==> config.mk <==
export PLATFORM = sky130hd
export DESIGN_NAME = digit_serial_addsub
export DESIGN_NICKNAME = d
export VERILOG_FILES = /design/src/rtl/digit_serial_addsub.sv
export SDC_FILE = /design/constraint.sdc
export NUM_CORES = 1
export LEC_CHECK = 0
export CORE_ASPECT_RATIO = 0.5
export CORE_MARGIN = 3
export CORE_UTILIZATION = 28
export CTS_BUF_LIST = sky130_fd_sc_hd__clkbuf_4 sky130_fd_sc_hd__clkbuf_8
export DETAILED_ROUTE_END_ITERATION = 16
export PLACE_DENSITY = 0.55
export SYNTH_ARGS = -nofsm -noshare
export SYNTH_HDL_FRONTEND = slang
export SYNTH_SLANG_ARGS = --single-unit
export TNS_END_PERCENT = 10
==> constraint.sdc <==
create_clock -name clk -period 2.6 [get_ports clk]
set_input_delay 0.52 -clock clk [delete_from_list [all_inputs] [get_ports clk]]
set_output_delay 0.52 -clock clk [all_outputs]
set_load 0.005 [all_outputs]
==> src/rtl/digit_serial_addsub.sv <==
`default_nettype none
// ============================================================================
//  Module   : digit_serial_addsub
//  Purpose  : Multi-cycle WIDTH-bit adder/subtractor that processes DIGIT bits
//             per clock. It computes a + b, or a - b as a + ~b + 1. A
//             start/busy/done handshake controls it. It reports the carry out
//             of the MSB and two's-complement overflow.
//  Ports    : clk    - rising-edge clock
//             reset  - synchronous, active-high reset
//             start  - request, sampled only while idle
//             a, b   - operands, captured when start is accepted
//             sub    - 0: a+b, 1: a-b, captured with the operands
//             busy   - high while an operation is in flight (RUN and DONE)
//             done   - one-cycle pulse when s/cout/ovf hold a new result
//             s      - result register
//             cout   - carry out of the MSB (subtract: 1 = no borrow)
//             ovf    - signed overflow
//  Config   : define ADDSUB_SAT_EN to clamp s to the signed limit on overflow
//  Revision : 1.0 - initial release
// ============================================================================
module digit_serial_addsub #(
    parameter int WIDTH = 8,
    parameter int DIGIT = 2
) (
    input  logic             clk,
    input  logic             reset,
    input  logic             start,
    input  logic [WIDTH-1:0] a,
    input  logic [WIDTH-1:0] b,
    input  logic             sub,
    output logic             busy,
    output logic             done,
    output logic [WIDTH-1:0] s,
    output logic             cout,
    output logic             ovf
);

    localparam int c_NDIG = WIDTH / DIGIT;
    localparam int c_KW   = (c_NDIG > 1) ? $clog2(c_NDIG) : 1;
    localparam logic [c_KW-1:0] c_KLAST = c_KW'(c_NDIG - 1);

    typedef enum logic [1:0] {
        S_IDLE = 2'd0,
        S_RUN  = 2'd1,
        S_DONE = 2'd2
    } state_t;

    state_t           r_state;
    // r_acc starts as operand A. Each RUN cycle consumes its low digit and
    // shifts the new sum digit in at the top. After the last digit it holds
    // the complete sum, LSB digit lowest.
    logic [WIDTH-1:0] r_acc;
    logic [WIDTH-1:0] r_bx;     // b ^ {WIDTH{sub}}, shifted right each cycle
    logic             r_carry;
    logic [c_KW-1:0]  r_k;

    logic [DIGIT:0]   w_dsum_ext;
    logic [DIGIT-1:0] w_digit;
    logic             w_carry_out;
    logic [WIDTH-1:0] w_acc_next;
    logic [WIDTH-1:0] w_bx_next;
    logic [WIDTH-1:0] w_s_load;
    logic             w_last;
    logic             w_a_msb;
    logic             w_bx_msb;
    logic             w_ovf;

    assign w_dsum_ext  = {1'b0, r_acc[DIGIT-1:0]} + {1'b0, r_bx[DIGIT-1:0]}
                       + (DIGIT+1)'(r_carry);
    assign w_digit     = w_dsum_ext[DIGIT-1:0];
    assign w_carry_out = w_dsum_ext[DIGIT];
    assign w_last      = (r_k == c_KLAST);

    generate
        if (DIGIT == WIDTH) begin : g_full
            assign w_acc_next = w_digit;
            assign w_bx_next  = r_bx;
        end else begin : g_partial
            assign w_acc_next = {w_digit, r_acc[WIDTH-1:DIGIT]};
            assign w_bx_next  = {{DIGIT{1'b0}}, r_bx[WIDTH-1:DIGIT]};
        end
    endgenerate

    // On the last digit the low digits of r_acc and r_bx hold the top digit
    // of the original operands, so their MSBs are the operand sign bits.
    assign w_a_msb  = r_acc[DIGIT-1];
    assign w_bx_msb = r_bx[DIGIT-1];
    assign w_ovf    = (w_a_msb == w_bx_msb) && (w_digit[DIGIT-1] != w_a_msb);

`ifdef ADDSUB_SAT_EN
    assign w_s_load = !w_ovf ? w_acc_next
                    : (w_a_msb ? {1'b1, {(WIDTH-1){1'b0}}}
                               : {1'b0, {(WIDTH-1){1'b1}}});
`else
    assign w_s_load = w_acc_next;
`endif

    always_ff @(posedge clk) begin
        if (reset) begin
            r_state <= S_IDLE;
            r_acc   <= '0;
            r_bx    <= '0;
            r_carry <= 1'b0;
            r_k     <= '0;
            busy    <= 1'b0;
            done    <= 1'b0;
            s       <= '0;
            cout    <= 1'b0;
            ovf     <= 1'b0;
        end else begin
            case (r_state)
                S_IDLE: begin
                    busy <= 1'b0;
                    done <= 1'b0;
                    if (start) begin
                        r_acc   <= a;
                        r_bx    <= b ^ {WIDTH{sub}};
                        r_carry <= sub;
                        r_k     <= '0;
                        busy    <= 1'b1;
                        r_state <= S_RUN;
                    end
                end
                S_RUN: begin
                    r_acc   <= w_acc_next;
                    r_bx    <= w_bx_next;
                    r_carry <= w_carry_out;
                    r_k     <= r_k + 1'b1;
                    if (w_last) begin
                        s       <= w_s_load;
                        cout    <= w_carry_out;
                        ovf     <= w_ovf;
                        done    <= 1'b1;
                        r_state <= S_DONE;
                    end
                end
                S_DONE: begin
                    done    <= 1'b0;
                    busy    <= 1'b0;
                    r_state <= S_IDLE;
                end
                default: begin
                    done    <= 1'b0;
                    busy    <= 1'b0;
                    r_state <= S_IDLE;
                end
            endcase
        end
    end

endmodule
`default_nettype wire
==> results of run 1 <==
==> per-stage QoR <==
| step | util | total power (W) | cell area, um^2 | hold WS, ns | setup slack, ns |
|---|---|---|---|---|---|
| 2_1_floorplan | - | 0.000688 | 1450 | 0.439 | 0.703 |
| 3_3_place_gp | 0.383 | 0.000745 | 1790 | 0.432 | 0.544 |
| 3_5_place_dp | 0.383 | 0.000747 | 1790 | 0.443 | 0.511 |
| 4_1_cts | 0.404 | 0.00117 | 1890 | 0.456 | 0.567 |
| 5_1_grt | 0.404 | 0.00121 | 1890 | 0.473 | 0.474 |
| 6_report | 0.404 | 0.00115 | 1890 | 0.453 | 0.575 |
==> power by group <==
group	total (W)	internal (W)	switching [W]
registers	0.000567	0.000539	0.0000272
clock network	0.000419	0.000239	0.000180
logic	0.000168	0.0000934	0.0000749
==> final timing paths <==
| path | cells after the start | slack [ns] | end |
|---|---|---|---|
| setup reg to reg | 6 | 0.57 | ovf |
| hold / removal | 2 | 0.45 | busy |
| hold reg to reg | 2 | 0.45 | busy |
| setup / recovery | 6 | 0.57 | ovf |
==> worst register-to-register path, cell delays in order (launching register included) <==
cell and delay, ns:
dfxtp_1 0.34, inv_1 0.06, fa_1 0.44, fa_1 0.51, xor2_1 0.16, or3_1 0.31
a21oi_1 0.14
==> kinds of logic (layout without fill, tap and decap cells) <==
group,after synthesis,count (layout),share of synthesized area
xor gates and xnor gates,9,9,0.0544
DFF,33,33,0.456
and+or+nand+nor,46,46,0.160
AOI/OAI and AO/OA,38,38,0.208
buffers and inverters,21,52,0.0769
adders and majority gates,4,4,0.0449
==> placed cells by master, fill, tap and decap left out, drive strengths merged, types with 2 or more instances in the layout <==
cell,n
a22o,3
nor2b,3
clkdlybuf4s50,31
inv,10
fa,2
dfxtp,33
xnor2,6
a21oi,15
a221o,8
nand2,16
nor2,14
a211oi,3
ha,2
nand2b,4
o21a,2
buf,3
o221a,5
clkbuf,7
xor2,3
or3b,2
==> flip-flops by register name (all words and copies together), names as in the netlist <==
| name | cells |
|---|---|
| s | 8 |
| r_carry | 1 |
| cout | 1 |
| r_k | 2 |
| busy | 1 |
| r_state | 2 |
| r_acc | 8 |
| r_bx | 8 |
| ovf | 1 |
| done | 1 |
==> area by class of cell <==
class	count	share of cell area
Clock buffer	7	0.0509
Timing Repair Buffer	34	0.176
Tap cell	66	0.0437
Sequential cell	33	0.349
Inverter	10	0.0198
Multi-Input combinational cell	97	0.358
Clock inverter	1	0.00265
==> routing by layer <==
metal  vias to the layer above  part of all wire  routed length (um)  global-route usage
li1                        583                 -                   -                   -
met1                       485              0.53                1630               0.141
met2                        26              0.39                1180               0.147
met3                         6             0.061                 185              0.0448
met4                         0             0.019                  59              0.0468
met5                         -                 0                   0                   0
==> impl_table.tex, run 1 <==
\begin{tabular}{lr}
\hline
Metric & Value \\
\hline
\multicolumn{2}{l}{\textbf{Outcome}} \\
\quad Run status & complete, no violations \\
\multicolumn{2}{l}{\textbf{Clock network}} \\
\quad Max H-tree Level & 2 \\
\quad Cell chosen for the clock root & clkbuf\_8 \\
\quad Source-to-sink clock delay at the later pin of the worst-skew pair & 0.28 ns \\
\quad Post-cts hold buffer count & 0 \\
\quad Clock Sink Count & 33 \\
\quad Number of buffers inserted during clock tree synthesis & 5 \\
\quad Clk buf depth & 2 \\
\quad Setup bufs post-CTS & 0 \\
\quad CTS tree & done \\
\quad Clock transition time at the flip-flop clock pins of the worst setup and hold paths & 0.07 ns \\
\quad Number of gates given a new drive strength after cts & 0 \\
\multicolumn{2}{l}{\textbf{Setup path}} \\
\quad Most used cell along the critical path & fa\_1 \\
\quad Largest fanout of any net on the critical path & 3 \\
\quad Highest-delay cell along the critical path & fa\_1 \\
\quad Type of the setup path with the least slack & flip-flop to flip-flop \\
\quad CP Launch Type & flip-flop \\
\quad Kind of cell adding the most delay to the critical path & adder cells \\
\quad Required time at the endpoint of the critical path & 2.81 ns \\
\quad Type of element capturing the critical path & flip-flop \\
\quad Worst reg2reg path startpoint & r\_acc[0] \\
\quad Worst path bufs/invs & 1 \\
\quad Crit path largest cell delay & 0.51 ns \\
\quad Worst Path Arrival & 2.24 ns \\
\quad Critical-path cell list & inv\_1 -> fa\_1 -> fa\_1 -> xor2\_1 -> or3\_1 -> a21oi\_1 \\
\quad Worst setup path start & r\_acc[0] \\
\multicolumn{2}{l}{\textbf{Routing}} \\
\quad Routed wire length per instance & 12.3 um \\
\quad Number of vias per cell & 4.44 \\
\quad Count of routing violations after the opening detailed-route iteration & 59 \\
\quad Antenna-violating nets left & 0 \\
\quad Detailed Route WL & 3050 um \\
\quad DR DRC count & 0 \\
\quad Total via count in the routed design & 1,100 \\
\quad Router iterations before antenna repair & 4 \\
\multicolumn{2}{l}{\textbf{Worst hold path}} \\
\quad Worst min-delay path class & flip-flop to flip-flop \\
\quad Startpoint of the worst hold path & busy \\
\multicolumn{2}{l}{\textbf{Die}} \\
\quad Die area & 6130 um\^{}2 \\
\quad Die Y-Extent & 56.9 um \\
\quad Area of the core & 4680 um\^{}2 \\
\quad Die span in x & 108 um \\
\quad Count of boundary I/O pins & 32 \\
\quad Initial core utilization & 0.310 \\
\quad Row count & 17 \\
\multicolumn{2}{l}{\textbf{Pwr}} \\
\quad IR drop worst, VDD & 0.190 mV \\
\quad Ratio of total power to cell area & 610 nW/um\^{}2 \\
\quad Leakage & 0.701 nW \\
\multicolumn{2}{l}{\textbf{Synthesis}} \\
\quad Register area share after synthesis & 0.456 \\
\quad Post-synthesis async set-or-reset flop share & 0 \\
\quad Most used flip-flop cell after synthesis & dfxtp\_1 \\
\quad Post-synth net total & 175 \\
\quad Share of the synthesized area in the top cell type & 0.456 \\
\quad Count of cell types in the netlist & 34 \\
\quad Number of flip-flops and latches in the synthesized netlist & 33 \\
\quad Top cell type by total area after synthesis & dfxtp\_1 \\
\quad Synth area leaders & dfxtp\_1, a21oi\_1, a221o\_2 \\
\quad Count of flip-flops with a built-in enable after synthesis & 0 \\
\quad Number of warnings issued by yosys & 0 \\
\quad Mean instance size in the synthesized netlist & 9.60 um\^{}2 \\
\quad Most used standard cell by instance count after synthesis & dfxtp\_1 \\
\quad Post-Synthesis Cells & 151 \\
\quad Mapped Area & 1450 um\^{}2 \\
\quad Most used standard cells in the synthesized netlist & dfxtp\_1, nand2\_1, a21oi\_1, nor2\_1, inv\_1 \\
\multicolumn{2}{l}{\textbf{STA}} \\
\quad Setup TNS Final & 0 ns \\
\quad Final hold violation count & 0 \\
\quad Relative slew slack & 0.655 \\
\quad Worst-case clock skew & 0.00264 ns \\
\quad Timing-limited maximum frequency & 494 MHz \\
\quad Worst slew pin tran & 0.516 ns \\
\quad Final critical-path share of the clock period & 0.779 \\
\quad Number of setup violations in the final report & 0 \\
\quad Final Critical Period & 2.03 ns \\
\quad Setup repair after global routing missed its margin & no \\
\quad Final count of pins violating max slew & 0 \\
\multicolumn{2}{l}{\textbf{Global routing}} \\
\quad Antenna violations before repair & 0 \\
\quad Number of global-route vias before repair & 1,029 \\
\quad Overall overflow remaining after global route & 0 \\
\quad Overall routing resource usage & 0.106 \\
\quad Maximum number of pins on one net before global-route repair & 21 \\
\quad First-pass GRT wire length & 4930 um \\
\multicolumn{2}{l}{\textbf{Placement}} \\
\quad Detailed placer's ending HPWL & 2170 um \\
\quad IO buf count & 31 \\
\quad Final RePlAce weighted congestion & 0.749 \\
\quad Placed Cells & 240 \\
\multicolumn{2}{l}{\textbf{Final layout}} \\
\quad Number of nets in the layout & 205 \\
\quad Filler Cell Count & 477 \\
\quad Area growth syn-to-layout & 30.6\% \\
\quad Share of post-route cells with drive strength above 1 & 0.137 \\
\quad Area of the multi-input gates & 677 um\^{}2 \\
\quad Non-filler instance count after layout & 248 \\
\quad Antenna fix cells & 0 \\
\quad FF+latch area & 661 um\^{}2 \\
\multicolumn{2}{l}{\textbf{Flow run}} \\
\quad Reported max-cap violation count & 0 \\
\hline
\end{tabular}
Power figures use the tool's default switching activity.
==> run 2, diff against run 1 <==
--- a/config.mk
+++ b/config.mk
@@ -10,7 +10,7 @@
 export CORE_UTILIZATION = 28
 export CTS_BUF_LIST = sky130_fd_sc_hd__clkbuf_4 sky130_fd_sc_hd__clkbuf_8
 export DETAILED_ROUTE_END_ITERATION = 16
-export PLACE_DENSITY = 0.55
+export PLACE_DENSITY = 0.57
 export SYNTH_ARGS = -nofsm -noshare
 export SYNTH_HDL_FRONTEND = slang
 export SYNTH_SLANG_ARGS = --single-unit
==> constraint.sdc (replaced) <==
create_clock -name clk -period 1.8 [get_ports clk]
set_input_delay 0.36 -clock clk [delete_from_list [all_inputs] [get_ports clk]]
set_output_delay 0.36 -clock clk [all_outputs]
set_load 0.005 [all_outputs]
==> impl_table.tex, run 2 (same netlist as run 1, synthesis figures left out) <==
\begin{tabular}{lr}
\hline
Metric & Value \\
\hline
\multicolumn{2}{l}{\textbf{Setup path}} \\
\quad Worst Path Arrival & 2.09 ns (was 2.24 ns) \\
\quad Largest fanout of any net on the critical path & 2 (was 3) \\
\quad Required time at the endpoint of the critical path & 2.02 ns (was 2.81 ns) \\
\quad Type of the setup path with the least slack & flip-flop to flip-flop (unchanged) \\
\quad CP Launch Type & flip-flop (unchanged) \\
\quad Type of element capturing the critical path & flip-flop (unchanged) \\
\multicolumn{2}{l}{\textbf{Final layout}} \\
\quad Most frequent standard cell in the layout excluding fill and tap cells & dfxtp\_1 (unchanged) \\
\quad Number of nets in the layout & 211 (was 205) \\
\quad Share of post-route cells with drive strength above 1 & 0.176 (was 0.137) \\
\quad Area growth syn-to-layout & 33.2\% (was 30.6\%) \\
\quad Largest registers & r\_acc (8), r\_bx (8), s (8) (unchanged) \\
\quad Antenna fix cells & 0 (unchanged) \\
\quad Leading cell types in the layout, fill and taps excluded & dfxtp\_1, clkdlybuf4s50\_1, nand2\_1, a21oi\_1, nor2\_1 (unchanged) \\
\quad Non-filler instance count after layout & 253 (was 248) \\
\quad Filler Cell Count & 461 (was 477) \\
\multicolumn{2}{l}{\textbf{Clock network}} \\
\quad Cell chosen for the clock root & clkbuf\_8 (unchanged) \\
\quad Post-cts hold buffer count & 0 (unchanged) \\
\quad Clk buf depth & 2 (unchanged) \\
\quad Clock transition time at the flip-flop clock pins of the worst setup and hold paths & 0.06 ns (was 0.07 ns) \\
\quad CTS tree & done (unchanged) \\
\quad Setup bufs post-CTS & 0 (unchanged) \\
\quad Max H-tree Level & 2 (unchanged) \\
\quad Source-to-sink clock delay at the later pin of the worst-skew pair & 0.28 ns (about the same) \\
\quad Number of buffers inserted during clock tree synthesis & 5 (unchanged) \\
\quad Clock Sink Count & 33 (unchanged) \\
\multicolumn{2}{l}{\textbf{Worst hold path}} \\
\quad Worst min-delay path class & flip-flop to flip-flop (unchanged) \\
\multicolumn{2}{l}{\textbf{Global routing}} \\
\quad Overall routing resource usage & 0.109 (was 0.106) \\
\quad Maximum number of pins on one net before global-route repair & 19 (was 21) \\
\quad First-pass GRT wire length & 5130 um (was 4930 um) \\
\quad Overall overflow remaining after global route & 0 (unchanged) \\
\quad Antenna violations before repair & 0 (unchanged) \\
\quad Number of global-route vias before repair & 1,081 (was 1,029) \\
\multicolumn{2}{l}{\textbf{STA}} \\
\quad Timing-limited maximum frequency & 533 MHz (was 494 MHz) \\
\quad Number of setup violations in the final report & 1 (was 0) \\
\quad Worst Setup Slack, final & -0.0764 ns (was 0.575 ns) \\
\quad Final critical-path share of the clock period & 1.04 (was 0.779) \\
\quad Final Critical Period & 1.88 ns (was 2.03 ns) \\
\quad Worst-case clock skew & 0.00440 ns (was 0.00264 ns) \\
\quad Worst slew pin tran & 0.704 ns (was 0.516 ns) \\
\quad Final hold violation count & 0 (unchanged) \\
\quad Setup TNS Final & -0.0764 ns (was 0 ns) \\
\quad Setup repair after global routing missed its margin & yes (was no) \\
\quad Final count of pins violating max slew & 0 (unchanged) \\
\quad Relative slew slack & 0.529 (was 0.655) \\
\multicolumn{2}{l}{\textbf{Placement}} \\
\quad Placed Cells & 246 (was 240) \\
\quad Final RePlAce weighted congestion & 0.776 (was 0.749) \\
\quad Worst-case setup slack after placement & -0.155 ns (was 0.511 ns) \\
\quad IO buf count & 31 (unchanged) \\
\quad Detailed placer's ending HPWL & 2240 um (was 2170 um) \\
\multicolumn{2}{l}{\textbf{Die}} \\
\quad Die Y-Extent & 56.9 um (unchanged) \\
\quad Area of the core & 4680 um\^{}2 (unchanged) \\
\quad Initial core utilization & 0.310 (unchanged) \\
\quad Row count & 17 (unchanged) \\
\quad Die span in x & 108 um (unchanged) \\
\quad Count of boundary I/O pins & 32 (unchanged) \\
\quad Die area & 6130 um\^{}2 (unchanged) \\
\multicolumn{2}{l}{\textbf{Routing}} \\
\quad Total via count in the routed design & 1,148 (was 1,100) \\
\quad Antenna-violating nets left & 0 (unchanged) \\
\quad Routed wire length per instance & 12.3 um (about the same) \\
\quad DR DRC count & 0 (unchanged) \\
\quad Number of vias per cell & 4.54 (was 4.44) \\
\quad Count of routing violations after the opening detailed-route iteration & 62 (was 59) \\
\quad Router iterations before antenna repair & 4 (unchanged) \\
\quad Detailed Route WL & 3120 um (was 3050 um) \\
\multicolumn{2}{l}{\textbf{Pwr}} \\
\quad Ratio of total power to cell area & 860 nW/um\^{}2 (was 610 nW/um\^{}2) \\
\quad Leakage & 0.723 nW (was 0.701 nW) \\
\quad IR drop worst, VDD & 0.264 mV (was 0.190 mV) \\
\multicolumn{2}{l}{\textbf{Outcome}} \\
\quad Violations in the final reports & setup timing \\
\quad Run status & finished with violations (was complete, no violations) \\
\multicolumn{2}{l}{\textbf{Flow run}} \\
\quad Reported max-cap violation count & 0 (unchanged) \\
\hline
\end{tabular}
==> run 2: routing by layer <==
metal	track usage	vias to the layer above	wire, um
met5	0	-	0
met1	0.141	526	1560
met4	0.0540	0	57
met2	0.163	25	1360
li1	-	590	-
met3	0.0333	7	142
==> run 2: through the flow <==
step | total power (W) | hold slack (ns) | instance area (um^2) | util
after floorplan | 0.000997 | 0.439 | 1450 | -
after global placement | 0.00110 | 0.434 | 1840 | 0.393
after detailed placement | 0.00110 | 0.443 | 1840 | 0.393
after CTS | 0.00168 | 0.457 | 1930 | 0.412
after global routing | 0.00175 | 0.473 | 1930 | 0.412
final | 0.00166 | 0.448 | 1930 | 0.412
==> run 2: cell type report <==
type,count,area [um^2],area share
clock buffer,7,90.1,0.0467
tap,66,82.6,0.0428
sequential,33,662,0.343
inverter,10,37.5,0.0195
timing repair buffer,40,378,0.196
multi-input combinational,97,679,0.352
==> run 2: critical path: stages (launching register included) <==
cell and delay, ns:
dfxtp_2 0.33, inv_2 0.04, fa_2 0.38, fa_1 0.47, xor2_1 0.15, or3_1 0.31
a21oi_1 0.12
==> run 2: repair_timing <==
item                                    4_1_cts  5_1_grt
endpoints found under the hold margin         0        0
pin swaps                                     1        0
resized for setup                             0        0
endpoints found under the setup margin        2        2
==> run 2: power breakdown <==
| part | internal (W) | total, W | switching [W] | leakage, nW |
|---|---|---|---|---|
| registers | 0.000780 | 0.000819 | 0.0000388 | 0.270 |
| logic | 0.000152 | 0.000266 | 0.000114 | 0.405 |
| clock network | 0.000318 | 0.000574 | 0.000256 | 0.0477 |
==> run 2: final timing paths <==
check | start | endpoint | slack [ns] | cells after the start
hold reg to reg | busy | busy | 0.45 | 2
setup reg to reg | r_carry | ovf | -0.08 | 6
hold / removal | busy | busy | 0.45 | 2
setup / recovery | r_carry | ovf | -0.08 | 6
==> run 3, diff against run 2 <==
--- a/config.mk
+++ b/config.mk
@@ -6,7 +6,6 @@
 export NUM_CORES = 1
 export LEC_CHECK = 0
 export CORE_ASPECT_RATIO = 0.5
-export CORE_MARGIN = 3
 export CORE_UTILIZATION = 28
 export CTS_BUF_LIST = sky130_fd_sc_hd__clkbuf_4 sky130_fd_sc_hd__clkbuf_8
 export DETAILED_ROUTE_END_ITERATION = 16
==> impl_table.tex, run 3 (same netlist as run 1, synthesis figures left out) <==
\begin{tabular}{lr}
\hline
Metric & Value \\
\hline
\multicolumn{2}{l}{\textbf{Die}} \\
\quad Die Y-Extent & 52.9 um (was 56.9 um) \\
\quad Die span in x & 104 um (was 108 um) \\
\quad Area of the core & 4950 um\^{}2 (was 4680 um\^{}2) \\
\quad Die area & 5480 um\^{}2 (was 6130 um\^{}2) \\
\quad Initial core utilization & 0.292 (was 0.310) \\
\quad Row count & 18 (was 17) \\
\quad Count of boundary I/O pins & 32 (unchanged) \\
\multicolumn{2}{l}{\textbf{Final layout}} \\
\quad Area growth syn-to-layout & 35.1\% (was 33.2\%) \\
\quad Largest registers & r\_acc (8), r\_bx (8), s (8) (unchanged) \\
\quad Leading cell types in the layout, fill and taps excluded & dfxtp\_1, clkdlybuf4s50\_1, nand2\_1, a21oi\_1, nor2\_1 (unchanged) \\
\quad Share of post-route cells with drive strength above 1 & 0.189 (was 0.176) \\
\quad Non-filler instance count after layout & 260 (was 253) \\
\quad Filler Cell Count & 499 (was 461) \\
\quad Antenna fix cells & 0 (unchanged) \\
\quad Most frequent standard cell in the layout excluding fill and tap cells & dfxtp\_1 (unchanged) \\
\quad Number of nets in the layout & 213 (was 211) \\
\multicolumn{2}{l}{\textbf{Clock network}} \\
\quad CTS tree & done (unchanged) \\
\quad Number of buffers inserted during clock tree synthesis & 5 (unchanged) \\
\quad Clk buf depth & 2 (unchanged) \\
\quad Source-to-sink clock delay at the later pin of the worst-skew pair & 0.28 ns (about the same) \\
\quad Setup bufs post-CTS & 0 (unchanged) \\
\quad Clock transition time at the flip-flop clock pins of the worst setup and hold paths & 0.07 ns (was 0.06 ns) \\
\quad Max H-tree Level & 2 (unchanged) \\
\quad Cell chosen for the clock root & clkbuf\_8 (unchanged) \\
\quad Clock Sink Count & 33 (unchanged) \\
\quad Number of gates given a new drive strength after cts & 0 (unchanged) \\
\multicolumn{2}{l}{\textbf{STA}} \\
\quad Final count of pins violating max slew & 0 (unchanged) \\
\quad Final hold violation count & 0 (unchanged) \\
\quad Relative slew slack & 0.660 (was 0.529) \\
\quad Worst slew pin tran & 0.509 ns (was 0.704 ns) \\
\quad Timing-limited maximum frequency & 536 MHz (was 533 MHz) \\
\quad Worst Setup Slack, final & -0.0651 ns (was -0.0764 ns) \\
\quad Worst-case clock skew & 0.00438 ns (was 0.00440 ns) \\
\quad Number of setup violations in the final report & 1 (unchanged) \\
\quad Setup TNS Final & -0.0651 ns (was -0.0764 ns) \\
\quad Setup repair after global routing missed its margin & yes (unchanged) \\
\quad Final critical-path share of the clock period & 1.04 (about the same) \\
\quad Final Critical Period & 1.87 ns (was 1.88 ns) \\
\multicolumn{2}{l}{\textbf{Global routing}} \\
\quad Maximum number of pins on one net before global-route repair & 14 (was 19) \\
\quad Antenna violations before repair & 0 (unchanged) \\
\quad Overall overflow remaining after global route & 0 (unchanged) \\
\quad Overall routing resource usage & 0.126 (was 0.109) \\
\quad First-pass GRT wire length & 5230 um (was 5130 um) \\
\quad Number of global-route vias before repair & 1,150 (was 1,081) \\
\multicolumn{2}{l}{\textbf{Routing}} \\
\quad Antenna-violating nets left & 0 (unchanged) \\
\quad Uppermost signal routing layer after detailed routing & met4 (unchanged) \\
\quad Count of routing violations after the opening detailed-route iteration & 41 (was 62) \\
\quad Detailed Route WL & 3120 um (about the same) \\
\quad Amount of wire on met2 after detailed routing & 1370 um (was 1360 um) \\
\quad Routed wire length per instance & 12.0 um (was 12.3 um) \\
\quad DR DRC count & 0 (unchanged) \\
\quad Total via count in the routed design & 1,163 (was 1,148) \\
\quad Met3 Wirelength & 152 um (was 142 um) \\
\quad Router iterations before antenna repair & 4 (unchanged) \\
\quad Met1 routed wirelength after detailed routing & 1540 um (was 1560 um) \\
\quad Number of vias per cell & 4.47 (was 4.54) \\
\multicolumn{2}{l}{\textbf{Outcome}} \\
\quad Run status & finished with violations (unchanged) \\
\quad Violations in the final reports & setup timing (unchanged) \\
\multicolumn{2}{l}{\textbf{Pwr}} \\
\quad Ratio of total power to cell area & 837 nW/um\^{}2 (was 860 nW/um\^{}2) \\
\quad IR drop worst, VDD & 0.334 mV (was 0.264 mV) \\
\quad Leakage & 0.737 nW (was 0.723 nW) \\
\multicolumn{2}{l}{\textbf{Placement}} \\
\quad Worst-case setup slack after placement & -0.0869 ns (was -0.155 ns) \\
\quad IO buf count & 31 (unchanged) \\
\quad Detailed placer's ending HPWL & 2280 um (was 2240 um) \\
\quad Final RePlAce weighted congestion & 0.741 (was 0.776) \\
\quad Placed Cells & 252 (was 246) \\
\multicolumn{2}{l}{\textbf{Worst hold path}} \\
\quad Worst min-delay path class & flip-flop to flip-flop (unchanged) \\
\multicolumn{2}{l}{\textbf{Setup path}} \\
\quad Worst Path Arrival & 2.08 ns (was 2.09 ns) \\
\quad CP Launch Type & flip-flop (unchanged) \\
\quad Largest fanout of any net on the critical path & 2 (unchanged) \\
\quad Required time at the endpoint of the critical path & 2.02 ns (about the same) \\
\quad Type of the setup path with the least slack & flip-flop to flip-flop (unchanged) \\
\quad Type of element capturing the critical path & flip-flop (unchanged) \\
\multicolumn{2}{l}{\textbf{Flow run}} \\
\quad Reported max-cap violation count & 0 (unchanged) \\
\hline
\end{tabular}
-- run 3: metrics by stage --
step	util	total power, W	hold slack [ns]	cell area (um^2)
global placement	0.378	0.00111	0.434	1870
CTS	0.395	0.00166	0.449	1960
floorplan	-	0.000997	0.439	1450
finish	0.395	0.00164	0.445	1960
detailed placement	0.378	0.00111	0.437	1870
global route	0.395	0.00173	0.475	1960
-- run 3: worst max-delay path: stages (launching register included) --
cell and delay [ns]:
dfxtp_2 0.33, inv_2 0.04, fa_2 0.38, fa_1 0.48, xor2_1 0.15, or3_1 0.30, a21oi_1 0.12
-- run 3: layer usage --
layer  global-route usage  up-vias
li1                     -      597
met1                0.151      537
met2                0.210       22
met3               0.0406        7
met4               0.0571        0
met5                    0        -
-- run 3: final cells by class --
cell class,instances,area (um^2),share of cell area
timing repair buffer,42,405,0.207
clock buffer,6,76.3,0.0390
inverter,10,37.5,0.0192
tap,70,87.6,0.0447
multi-input combinational,97,679,0.347
clock inverter,2,10.0,0.00511
sequential,33,662,0.338
-- run 3: worst paths after layout --
| kind | start | end | slack, ns | cells after the start |
|---|---|---|---|---|
| hold / removal | busy | busy | 0.45 | 2 |
| hold reg to reg | busy | busy | 0.45 | 2 |
| setup / recovery | r_carry | ovf | -0.07 | 6 |
| setup reg to reg | r_carry | ovf | -0.07 | 6 |
-- run 3: where the power goes --
part | leakage (nW) | internal, W | switching, W
Sequential | 0.270 | 0.000780 | 0.0000368
Clock | 0.0484 | 0.000283 | 0.000262
Combinational | 0.418 | 0.000159 | 0.000118
Total | 0.737 | 0.00122 | 0.000417
-- run 3: repair_timing --
item | CTS | global route
endpoints found under the setup margin | 2 | 2
hold buffers | 0 | 0
endpoints found under the hold margin | 0 | 0
pin swaps | 1 | 0
